### src/rtl/decode_pkg.sv
// ============================================================================
// Module      : decode_pkg
// Description : Shared definitions for the decode stage: control-word width,
//               control-bit positions, opcodes, the bubble word and the
//               Control decoder function.
// Revision    : 1.0 - initial release
// ============================================================================
`default_nettype none

package decode_pkg;

  // Control word layout, MSB first
  localparam int CTRL_W            = 15;
  localparam int CTRL_REGDST       = 14;
  localparam int CTRL_BRANCHNE     = 13;
  localparam int CTRL_BRANCHEQ     = 12;
  localparam int CTRL_ALUOP_HI     = 11;
  localparam int CTRL_ALUOP_LO     = 9;
  localparam int CTRL_ALUSRC       = 8;
  localparam int CTRL_REGWRITE     = 7;
  localparam int CTRL_MEMWRITE     = 6;
  localparam int CTRL_MEMREAD      = 5;
  localparam int CTRL_MEMTOREG     = 4;
  localparam int CTRL_SHAMTSEL     = 3;
  localparam int CTRL_REGISTERORPC = 2;
  localparam int CTRL_ALUMEMORPC   = 1;
  localparam int CTRL_JUMPCONTROL  = 0;

  // Control word loaded into the ID/EX register for an empty slot
  localparam logic [CTRL_W-1:0] CTRL_BUBBLE = '0;

  // ALU operation classes
  localparam logic [2:0] ALU_ADD   = 3'b000;
  localparam logic [2:0] ALU_SUB   = 3'b001;
  localparam logic [2:0] ALU_RTYPE = 3'b010;
  localparam logic [2:0] ALU_AND   = 3'b011;
  localparam logic [2:0] ALU_OR    = 3'b100;
  localparam logic [2:0] ALU_SLT   = 3'b101;

  // Opcodes
  localparam logic [5:0] OP_RTYPE = 6'h00;
  localparam logic [5:0] OP_J     = 6'h02;
  localparam logic [5:0] OP_JAL   = 6'h03;
  localparam logic [5:0] OP_BEQ   = 6'h04;
  localparam logic [5:0] OP_BNE   = 6'h05;
  localparam logic [5:0] OP_ADDI  = 6'h08;
  localparam logic [5:0] OP_ADDIU = 6'h09;
  localparam logic [5:0] OP_SLTI  = 6'h0A;
  localparam logic [5:0] OP_ANDI  = 6'h0C;
  localparam logic [5:0] OP_ORI   = 6'h0D;
  localparam logic [5:0] OP_LW    = 6'h23;
  localparam logic [5:0] OP_SW    = 6'h2B;

  // R-type function codes with special control
  localparam logic [5:0] FN_SLL = 6'h00;
  localparam logic [5:0] FN_SRL = 6'h02;
  localparam logic [5:0] FN_SRA = 6'h03;
  localparam logic [5:0] FN_JR  = 6'h08;

  // Control decoder: opcode/funct to packed control word; unknown opcodes decode to all-zero
  function automatic logic [CTRL_W-1:0] control_decode(input logic [5:0] opcode,
                                                        input logic [5:0] funct);
    logic [CTRL_W-1:0] c;
    c = '0;
    case (opcode)
      OP_RTYPE: begin
        c[CTRL_REGDST]                 = 1'b1;
        c[CTRL_ALUOP_HI:CTRL_ALUOP_LO] = ALU_RTYPE;
        c[CTRL_REGWRITE]               = 1'b1;
        if (funct == FN_SLL || funct == FN_SRL || funct == FN_SRA) begin
          c[CTRL_SHAMTSEL] = 1'b1;
        end
        if (funct == FN_JR) begin
          c[CTRL_REGWRITE]     = 1'b0;
          c[CTRL_REGISTERORPC] = 1'b1;
          c[CTRL_JUMPCONTROL]  = 1'b1;
        end
      end
      OP_ADDI, OP_ADDIU: begin
        c[CTRL_ALUSRC]   = 1'b1;
        c[CTRL_REGWRITE] = 1'b1;
        c[CTRL_ALUOP_HI:CTRL_ALUOP_LO] = ALU_ADD;
      end
      OP_SLTI: begin
        c[CTRL_ALUSRC]   = 1'b1;
        c[CTRL_REGWRITE] = 1'b1;
        c[CTRL_ALUOP_HI:CTRL_ALUOP_LO] = ALU_SLT;
      end
      OP_ANDI: begin
        c[CTRL_ALUSRC]   = 1'b1;
        c[CTRL_REGWRITE] = 1'b1;
        c[CTRL_ALUOP_HI:CTRL_ALUOP_LO] = ALU_AND;
      end
      OP_ORI: begin
        c[CTRL_ALUSRC]   = 1'b1;
        c[CTRL_REGWRITE] = 1'b1;
        c[CTRL_ALUOP_HI:CTRL_ALUOP_LO] = ALU_OR;
      end
      OP_LW: begin
        c[CTRL_ALUSRC]   = 1'b1;
        c[CTRL_REGWRITE] = 1'b1;
        c[CTRL_MEMREAD]  = 1'b1;
        c[CTRL_MEMTOREG] = 1'b1;
      end
      OP_SW: begin
        c[CTRL_ALUSRC]   = 1'b1;
        c[CTRL_MEMWRITE] = 1'b1;
      end
      OP_BEQ: begin
        c[CTRL_BRANCHEQ] = 1'b1;
        c[CTRL_ALUOP_HI:CTRL_ALUOP_LO] = ALU_SUB;
      end
      OP_BNE: begin
        c[CTRL_BRANCHNE] = 1'b1;
        c[CTRL_ALUOP_HI:CTRL_ALUOP_LO] = ALU_SUB;
      end
      OP_J: begin
        c[CTRL_JUMPCONTROL] = 1'b1;
      end
      OP_JAL: begin
        c[CTRL_JUMPCONTROL] = 1'b1;
        c[CTRL_REGWRITE]    = 1'b1;
        c[CTRL_ALUMEMORPC]  = 1'b1;
      end
      default: c = '0;
    endcase
    return c;
  endfunction

endpackage

`default_nettype wire

### src/rtl/decode_stage_pipe_regfile.sv
// ============================================================================
// Module      : regfile_param
// Description : NREGS x NBits register file, two combinational read ports,
//               one synchronous write port, register 0 hard-wired to zero.
//               Macro DECODE_BYPASS_EN: forward same-cycle write data to a
//               matching read port.
// Revision    : 1.0 - initial release
// ============================================================================
`default_nettype none

module regfile_param
  import decode_pkg::*;
#(
  parameter int NBits = 32,
  parameter int NREGS = 32,
  localparam int RA   = $clog2(NREGS)
) (
  input  logic             clk,
  input  logic             reset,
  input  logic             i_we,
  input  logic [RA-1:0]    i_waddr,
  input  logic [NBits-1:0] i_wdata,
  input  logic [RA-1:0]    i_raddr1,
  input  logic [RA-1:0]    i_raddr2,
  output logic [NBits-1:0] o_rdata1,
  output logic [NBits-1:0] o_rdata2
);

  logic [NBits-1:0] r_regs [NREGS];
  logic             w_wr_active;
  logic [NBits-1:0] w_rd1;
  logic [NBits-1:0] w_rd2;

  assign w_wr_active = i_we && (i_waddr != '0);

  // Storage: cleared by reset, register 0 never written
  always_ff @(posedge clk) begin
    if (!reset) begin
      for (int i = 0; i < NREGS; i++) begin
        r_regs[i] <= '0;
      end
    end else if (w_wr_active) begin
      r_regs[i_waddr] <= i_wdata;
    end
  end

  // Read ports: register 0 reads zero, optional write-through forwarding
  always_comb begin
    w_rd1 = (i_raddr1 == '0) ? '0 : r_regs[i_raddr1];
    w_rd2 = (i_raddr2 == '0) ? '0 : r_regs[i_raddr2];
`ifdef DECODE_BYPASS_EN
    if (w_wr_active && (i_waddr == i_raddr1)) w_rd1 = i_wdata;
    if (w_wr_active && (i_waddr == i_raddr2)) w_rd2 = i_wdata;
`endif
  end

  assign o_rdata1 = w_rd1;
  assign o_rdata2 = w_rd2;

endmodule

`default_nettype wire

### src/rtl/decode_stage_pipe.sv
// ============================================================================
// Module      : decode_stage_pipe
// Description : Pipelined instruction-decode stage: control decode, register
//               read, immediate/shamt extension, load-use hazard stall and
//               flush handling, with a registered ID/EX output.
//               Macro DECODE_BYPASS_EN: register-file write forwarding; when
//               undefined a same-cycle read/write collision stalls instead.
// Revision    : 1.0 - initial release
// ============================================================================
`default_nettype none

module decode_stage_pipe
  import decode_pkg::*;
#(
  parameter int NBits = 32,
  parameter int NREGS = 32,
  localparam int RA   = $clog2(NREGS)
) (
  input  logic              clk,
  input  logic              reset,
  input  logic              in_valid,
  input  logic [NBits-1:0]  Instruction,
  input  logic [NBits-1:0]  PC_plus4,
  input  logic              in_RegWrite,
  input  logic [RA-1:0]     in_WriteRegister,
  input  logic [NBits-1:0]  WriteData,
  input  logic              in_ALUMemOrPC,
  input  logic              ex_MemRead,
  input  logic [RA-1:0]     ex_WriteRegister,
  input  logic              flush,
  output logic              Stall,
  output logic              out_valid,
  output logic [CTRL_W-1:0] out_Ctrl,
  output logic [RA-1:0]     out_WriteRegister,
  output logic [NBits-1:0]  ReadData1,
  output logic [NBits-1:0]  ReadData2,
  output logic [NBits-1:0]  ImmExtend,
  output logic [NBits-1:0]  ShamtExtend,
  output logic [RA-1:0]     out_Rs,
  output logic [RA-1:0]     out_Rt,
  output logic [NBits-1:0]  out_PC_plus4
);

  localparam logic [RA-1:0] C_LINK_REG = RA'(NREGS - 1);

  logic [RA-1:0]     w_rs;
  logic [RA-1:0]     w_rt;
  logic [RA-1:0]     w_rd;
  logic [CTRL_W-1:0] w_ctrl;
  logic [RA-1:0]     w_dest;
  logic [RA-1:0]     w_wb_addr;
  logic [NBits-1:0]  w_rdata1;
  logic [NBits-1:0]  w_rdata2;
  logic              w_load_use;
  logic              w_wb_conflict;
  logic              w_bubble;

  assign w_rs      = Instruction[21 +: RA];
  assign w_rt      = Instruction[16 +: RA];
  assign w_rd      = Instruction[11 +: RA];
  assign w_ctrl    = control_decode(Instruction[31:26], Instruction[5:0]);
  assign w_dest    = w_ctrl[CTRL_REGDST] ? w_rd : w_rt;
  // Link writes (jal) always land in the top register
  assign w_wb_addr = in_ALUMemOrPC ? C_LINK_REG : in_WriteRegister;

  regfile_param #(
    .NBits (NBits),
    .NREGS (NREGS)
  ) u_regfile (
    .clk      (clk),
    .reset    (reset),
    .i_we     (in_RegWrite),
    .i_waddr  (w_wb_addr),
    .i_wdata  (WriteData),
    .i_raddr1 (w_rs),
    .i_raddr2 (w_rt),
    .o_rdata1 (w_rdata1),
    .o_rdata2 (w_rdata2)
  );

  assign w_load_use = in_valid && ex_MemRead && (ex_WriteRegister != '0) &&
                      ((ex_WriteRegister == w_rs) || (ex_WriteRegister == w_rt));

`ifdef DECODE_BYPASS_EN
  assign w_wb_conflict = 1'b0;
`else
  // Without forwarding the read sees the old value, so wait one cycle for the write
  assign w_wb_conflict = in_RegWrite && (w_wb_addr != '0) &&
                         ((w_wb_addr == w_rs) || (w_wb_addr == w_rt));
`endif

  // Stall is suppressed under reset and when the slot is being flushed anyway
  assign Stall    = reset && !flush && (w_load_use || w_wb_conflict);
  assign w_bubble = flush || !in_valid || Stall;

  // ID/EX register: reset clears, bubble zeroes, otherwise capture the decode
  always_ff @(posedge clk) begin
    if (!reset || w_bubble) begin
      out_valid         <= 1'b0;
      out_Ctrl          <= CTRL_BUBBLE;
      out_WriteRegister <= '0;
      ReadData1         <= '0;
      ReadData2         <= '0;
      ImmExtend         <= '0;
      ShamtExtend       <= '0;
      out_Rs            <= '0;
      out_Rt            <= '0;
      out_PC_plus4      <= '0;
    end else begin
      out_valid         <= 1'b1;
      out_Ctrl          <= w_ctrl;
      out_WriteRegister <= w_dest;
      ReadData1         <= w_rdata1;
      ReadData2         <= w_rdata2;
      ImmExtend         <= {{(NBits-16){Instruction[15]}}, Instruction[15:0]};
      ShamtExtend       <= {{(NBits-5){1'b0}}, Instruction[10:6]};
      out_Rs            <= w_rs;
      out_Rt            <= w_rt;
      out_PC_plus4      <= PC_plus4;
    end
  end

endmodule

`default_nettype wire

### config.mk
export PLATFORM = sky130hd
export DESIGN_NAME = decode_stage_pipe
export DESIGN_NICKNAME = d
export VERILOG_FILES = /design/src/rtl/decode_pkg.sv /design/src/rtl/decode_stage_pipe_regfile.sv /design/src/rtl/decode_stage_pipe.sv
export SDC_FILE = /design/constraint.sdc
export NUM_CORES = 2
export LEC_CHECK = 0
export ABC_AREA = 0
export BUFFER_PORTS_ARGS = -buffer_cell sky130_fd_sc_hd__buf_2
export CORE_MARGIN = 4
export CORE_UTILIZATION = 60
export CTS_CLUSTER_SIZE = 8
export DETAILED_ROUTE_END_ITERATION = 6
export GPL_TIMING_DRIVEN = 0
export PLACE_DENSITY_LB_ADDON = 0.15
export SLEW_MARGIN = 10
export SYNTH_ARGS = -nofsm -noshare
export SYNTH_HDL_FRONTEND = slang
export SYNTH_HIERARCHICAL = 1
export SYNTH_SLANG_ARGS = --single-unit
### constraint.sdc
create_clock -name clk -period 5.97 [get_ports clk]
set_clock_uncertainty 0.1 [all_clocks]
set_input_delay 0.2985 -clock clk [delete_from_list [all_inputs] [get_ports clk]]
set_output_delay 0.2985 -clock clk [all_outputs]
set_load 0.05 [all_outputs]
# After elaboration in Yosys (flattened, before gate mapping)
# Memories as Yosys holds them, arrays and structs flattened. A register that Yosys moved wholly into a read port is not among the register bits.
# Index checks and enable logic that the tools add are counted.
[totals]
output_inout_bits = 192
wordCells = 85
regBits = 111
latchBits = 0
rom_bits = 0
ramBits = 1024
input_bits = 113
memories = 1
[op_classes]
reduce_logical = 32
n_mux = 23
multipliers = 0
n_bitwise = 1
n_eq_ne = 18
n_div = 0
n_lt_le_gt_ge = 0
shifts = 0
add_sub_neg = 0
[memory_table]
columns = ["name", "depth", "width", "read_ports", "rd_ports_with_merged_regs", "wr", "line", "text"]
rows = [
  ["u_regfile.r_regs", 32, 32, 2, 2, 32, "decode_stage_pipe_regfile.sv:29", "logic [NBits-1:0] r_regs [NREGS];"],
]
[ops]
columns = ["op", "n"]
rows = [
  ["6-bit by 4-bit == test with 1-bit output, second input constant", 6],
  ["32-bit 2-to-1 mux", 1],
  ["32-bit OR reduction", 1],
  ["6-bit by 2-bit == test with 1-bit output, second input constant", 4],
  ["5-bit == test", 4],
  ["1-bit 2-to-1 mux", 15],
  ["5-bit 2-to-1 mux", 3],
  ["3-bit case mux with 5 select lines", 1],
  ["7-bit OR reduction", 2],
  ["6-bit by 3-bit == test with 1-bit output, second input constant", 2],
  ["6-bit == test, second input constant", 2],
  ["6-bit logical NOT", 2],
  ["5-bit logical NOT", 2],
  ["5-bit nonzero test", 2],
  ["2-bit OR reduction", 5],
  ["1-bit logical OR", 8],
  ["1-bit logical AND", 7],
  ["1-bit case mux with 2 select lines", 2],
  ["1-bit logical NOT", 3],
  ["2-bit 2-to-1 mux", 1],
  ["1-bit NOT", 1],
]

# Logic depth before layout (Yosys ltp)
[depth]
word_depth = 9
mapped_depth = 11
ltp_nobuf = 6

# Modules after synthesis
# The synthesis kept the hierarchy.
[modules_own_cells]
columns = ["module", "seq_area_each_um2", "cells_each", "n_inst", "area_per_inst_um2"]
rows = [
  ["regfile_param", 30749.5, 3509, 1, 54204.5],
  ["decode_stage_pipe", 2842.7, 597, 1, 5122.4],
]

# Worst setup path after synthesis
# Ideal clock, no wire load.
[synth_path]
path_type = "input to register"
from = "input in_ALUMemOrPC"
to = "memory u_regfile.r_regs[24][0] (enable)"
arrival_time_ps = 3881
path_stages = 6
n_path_buf = 3
path_slack_ps = 1524
path_cell_list = "buf_2 > clkbuf_1 > or2_2 > or3_1 > clkbuf_1 > o21ai_0"
[synth_lines]
columns = ["item", "line", "text"]
rows = [
  ["from (decl)", "decode_stage_pipe.sv:27", "input logic in_ALUMemOrPC,"],
  ["to (decl)", "decode_stage_pipe_regfile.sv:29", ""],
]

# Worst setup path after layout
[layout_path]
from = "input Instruction[19]"
to = "register ReadData2[29] (read register of u_regfile.r_regs)"
[layout_via]
elab_chain_cells = 8
elab_cells_between_ends = 12
cone_classes = "eq/ne: 2; reduce/logical: 10"
[layout_rtl]
columns = ["item", "line", "text"]
rows = [
  ["from (decl)", "decode_stage_pipe.sv:22", "input logic [NBits-1:0] Instruction,"],
  ["5-bit == test, on equally long branches", "decode_stage_pipe.sv:82, decode_stage_pipe.sv:89", ""],
  ["1-bit logical OR, on equally long branches", "decode_stage_pipe.sv:82, decode_stage_pipe.sv:89", ""],
  ["1-bit logical AND, on equally long branches", "decode_stage_pipe.sv:81, decode_stage_pipe.sv:88", ""],
  ["1-bit logical OR", "decode_stage_pipe.sv:93", "assign Stall = reset && !flush && (w_load_use || w_wb_conflict);"],
  ["1-bit logical AND", "decode_stage_pipe.sv:93", ""],
  ["1-bit logical OR", "decode_stage_pipe.sv:94", "assign w_bubble = flush || !in_valid || Stall;"],
  ["1-bit logical OR", "decode_stage_pipe.sv:98", "if (!reset || w_bubble) begin"],
  ["2-bit OR reduction (no line)", "n/a", ""],
  ["to (decl)", "decode_stage_pipe.sv:36", "output logic [NBits-1:0] ReadData2,"],
]
# Parallel ways exist; a longest one is shown, timed or not.
# A chain may end at the register's enable or synchronous reset.

==> out/metrics.cfg <==
[cts]
ctsHtreeMaxLevel=4
cts_root_buf=clkbuf_16
cts_max_path_buffers=3
cts_inserted_buffers=163
count_of_buffers_added_by_post_cts_timing_repair_for_setup=0
worst_skew_pair.late_latency_ps=770
clock-sinks=1166
cts_tree=built
clk_pin_slew_ps=50

[worst_setup_path]
worst_path_max_delay_cell=a211oi_1
worst-r2r-setup-slack_ps=2920
timing.rr.end=ReadData2[14]
path_delay_family=buffers and inverters
crit_arrival_ps=5260
timing.critical_path.from_type=primary input
timing.critical_path.to_type=register
timing.reg2reg.worst_path_depth=6
path_buf_inv=4
critical_path.max_stage_delay_ps=1020
path_max_fanout=11
worst-endpoint-required_ps=6500
critical_path_cell_count=10
worstSetupPathType=in -> reg
crit_chain=dlygate4sd3_1 > buf_2 > clkbuf_1 > nand3b_1 > clkbuf_2 > o221ai_1 > a211oi_1 > nor3_1 > nand2_1 > nor2_1
crit-reg2reg-launch=u_regfile/r_regs[14][14]

[cells_and_area]
design.final.nets=4873
synthToLayoutAreaGrowth_pct=17.8
layout-drive-gt1-share_pct=25.5
final-instance-count-excl-fill=6138
filler_cell_count=6381

[floorplan]
design.portCount=305
coreArea_um2=98300
chipHeight_um=322
die-width_um=322
fp.dieArea_um2=104000
placementRows=115
initial_utilization_pct=60.4

[grt]
globalRouteOverflowTotal=0
pin_count_of_the_biggest_net_entering_global_routing=22
grt_antenna_before_repair=8
grt_pass1_vias=41958
grt_first_pass_wirelength_um=311000
track_usage_pct=43.6

[detailed_routing]
routed_wire_length_per_instance_um=37.0
route.detailed.vias_per_inst=7.05
wirelength_um=227000
drt_drc_violations_left=3
drt_pre_antenna_iters=7
drtIter0Drc=7802
detailroute.via_count=43296
drt.antenna.violating_nets=0

[placed_design]
place.detailed.instances=5775
gp_congestion=1.06
numPortBuffers=271
place.detailed.hpwl_um=156000
post-place-ws_ps=1390

[synth]
mappedNetlistArea_um2=59300
post_synth_num_cell_types=55
synth_seq_cells=1166
synth_enable_flop_cells=1024
synth-warning-count=6
netlist_instances=4106
ys.flop_type=edfxtp_1
synth_seq_area_share_pct=56.6
asyncSetResetFlopFracSynth_pct=0
synth_area_per_cell_um2=14.4

[job]
max_cap_violations=0

[worst_hold_path]
hold_path_origin=reset
timing.hold.worst.class=in -> reg
hold_end=u_regfile/r_regs[14][6]
hold_path_depth=3

[pwr]
p_sw_share_pct=25.7
share_clk_of_total_power_pct=41.0
power.density_cell_area_nw_per_um2=298
power.sequential.fraction_pct=45.8
max-vdd-ir-drop_mv=0.218
power_report.internal_total_mw=15.5
p_leak_nw=25.6
netSwitchingPower_mw=5.36
power_mw=20.8
pwr-share-comb_pct=13.1

[sta]
hold_violations=0
post-route-worst-setup-slack_ps=1240
post-route-min-period_ps=4730
layout_worst_path_cycle_share_pct=79.2
maxClockFrequency_mhz=211
finalSetupViolCount=0
drv_slew=0
final.hold.worst_slack_ps=191
timing_worst_slew_pin_value_ps=1490
rsz0062_at_grt=false
timing.max_slew.rel_slack_pct=0.805

[run_status]
failing_checks=design-rule violations
run_status=finished, violations left

==> Yosys cell counts, types with 4 or more instances <==
cell type  number  area (µm²)
nor2b_1        20         125
o22ai_1        79         494
dfxtp_1       142        2840
nand2b_1        8        50.1
or2_2           8        50.1
nor4_1         14        87.6
a32o_1          4        40.0
edfxtp_1     1024       30700
nor2_1        172         646
mux2i_1       160        1600
mux2_2         30         338
buf_2          58         290
o221ai_1       28         245
buf_1           8        30.0
buf_6          27         304
nand2_1       133         499
nor3_1         69         345
and2_1        996        6230
or3_1           8        50.1
nand3b_1        6        45.0
a22oi_1        19         143
buf_4          86         646
a2111oi_0      17         149
clkbuf_1      295        1110
a22o_1         51         447
nand3_1        11        55.1
a221oi_1        4        35.0
inv_1           8        30.0
a2111oi_1      12         120
o21ai_0        40         200
a211oi_1       37         278
xor2_1         13         114
mux4_2        470       10600
a21oi_1        15        75.1
==> cell families after synthesis <==
| family | share of synthesized area, % |
|---|---|
| other cells | 0.0127 |
| compound gates | 3.92 |
| buf+inv | 4.06 |
| xor+xnor | 0.207 |
| simple gates | 14.1 |
| flops | 56.6 |
| mux | 21.1 |
==> power by group through the flow <==
| stage | Sequential, mW | Combinational [mW] | Clock, mW |
|---|---|---|---|
| finish | 9.54 | 2.74 | 8.54 |
| global route | 9.56 | 2.75 | 8.93 |
| CTS | 9.52 | 2.61 | 8.56 |
| detailed placement | 9.67 | 2.55 | 0 |
| global placement | 9.71 | 2.39 | 0 |
| floorplan | 9.71 | 1.40 | 0 |
==> worst register-to-register path, cell delays in order (launching register included) <==
cell and delay (ps):
edfxtp_1 390, mux4_2 480, a22o_1 340, a2111oi_1 1040
nor3_1 340, nand2_1 160, nor2_1 70
==> stage by stage <==
step | area (µm²) | util, % | setup TNS (ps)
floorplan | 59500 | - | 0
global placement | 62500 | 63.6 | -1588730
detailed placement | 64200 | 65.3 | 0
CTS | 69900 | 71.1 | 0
global route | 69900 | 71.1 | 0
finish | 69900 | 71.1 | 0
==> layout make-up <==
type	instances	area, µm²	share of cell area [%]
Clock buffer	241	4480	6.41
Tap cell	1287	1610	2.30
Sequential cell	1166	33600	48.1
Clock inverter	10	125	0.179
Buffer	474	2390	3.42
Inverter	8	30.0	0.0430
Antenna cell	5	12.5	0.0179
Multi-Input combinational cell	2515	23900	34.2
Timing Repair Buffer	432	3760	5.38
==> cells in the final DEF, fill, tap and decap left out, types with 31 or more instances in the layout <==
master	instances
edfxtp_1	1024
and2_1	996
mux4_2	470
clkbuf_1	356
buf_2	331
nor2_1	171
clkbuf_16	168
mux2i_1	160
dfxtp_1	142
nand2_1	133
dlygate4sd3_1	105
buf_4	86
o22ai_1	79
nor3_1	69
conb_1	59
a22o_1	51
buf_16	40
a211oi_1	37
o21ai_4	31
==> layer usage <==
metal	vias to the layer above	share of wire (%)	track usage (%)
li1	16727	-	-
met3	1029	17	17.7
met5	-	0	0
met2	4423	42	62.2
met1	21117	32	53.8
met4	0	9.4	32.7
==> state kept, by name (all words and copies together) (netlist names) <==
signal / count
out_Ctrl: 14
ReadData1: 32
out_WriteRegister: 5
out_valid: 1
ImmExtend: 16
out_Rt: 5
out_PC_plus4: 32
out_Rs: 5
u_regfile/r_regs: 1024
ReadData2: 32
==> timing repair <==
item / CTS / global route
resized for setup: 0 / 0
hold buffers: 105 / 0
endpoints found under the hold margin: 108 / 0
==> how the worst max path moves through the flow <==
| stage | start | to | slack (ps) |
|---|---|---|---|
| final | Instruction[19] | ReadData2[29] | 1240 |
| after global routing | Instruction[19] | ReadData2[7] | 1550 |
| after CTS | Instruction[19] | ReadData2[7] | 1550 |
| after detailed placement | Instruction[18] | ReadData2[12] | 1390 |
| after global placement | in_ALUMemOrPC | u_regfile/r_regs[10][26] | -2040 |
| after floorplan | in_ALUMemOrPC | u_regfile/r_regs[24][0] | 1520 |
Note: power is estimated with default switching activity, not from simulation.
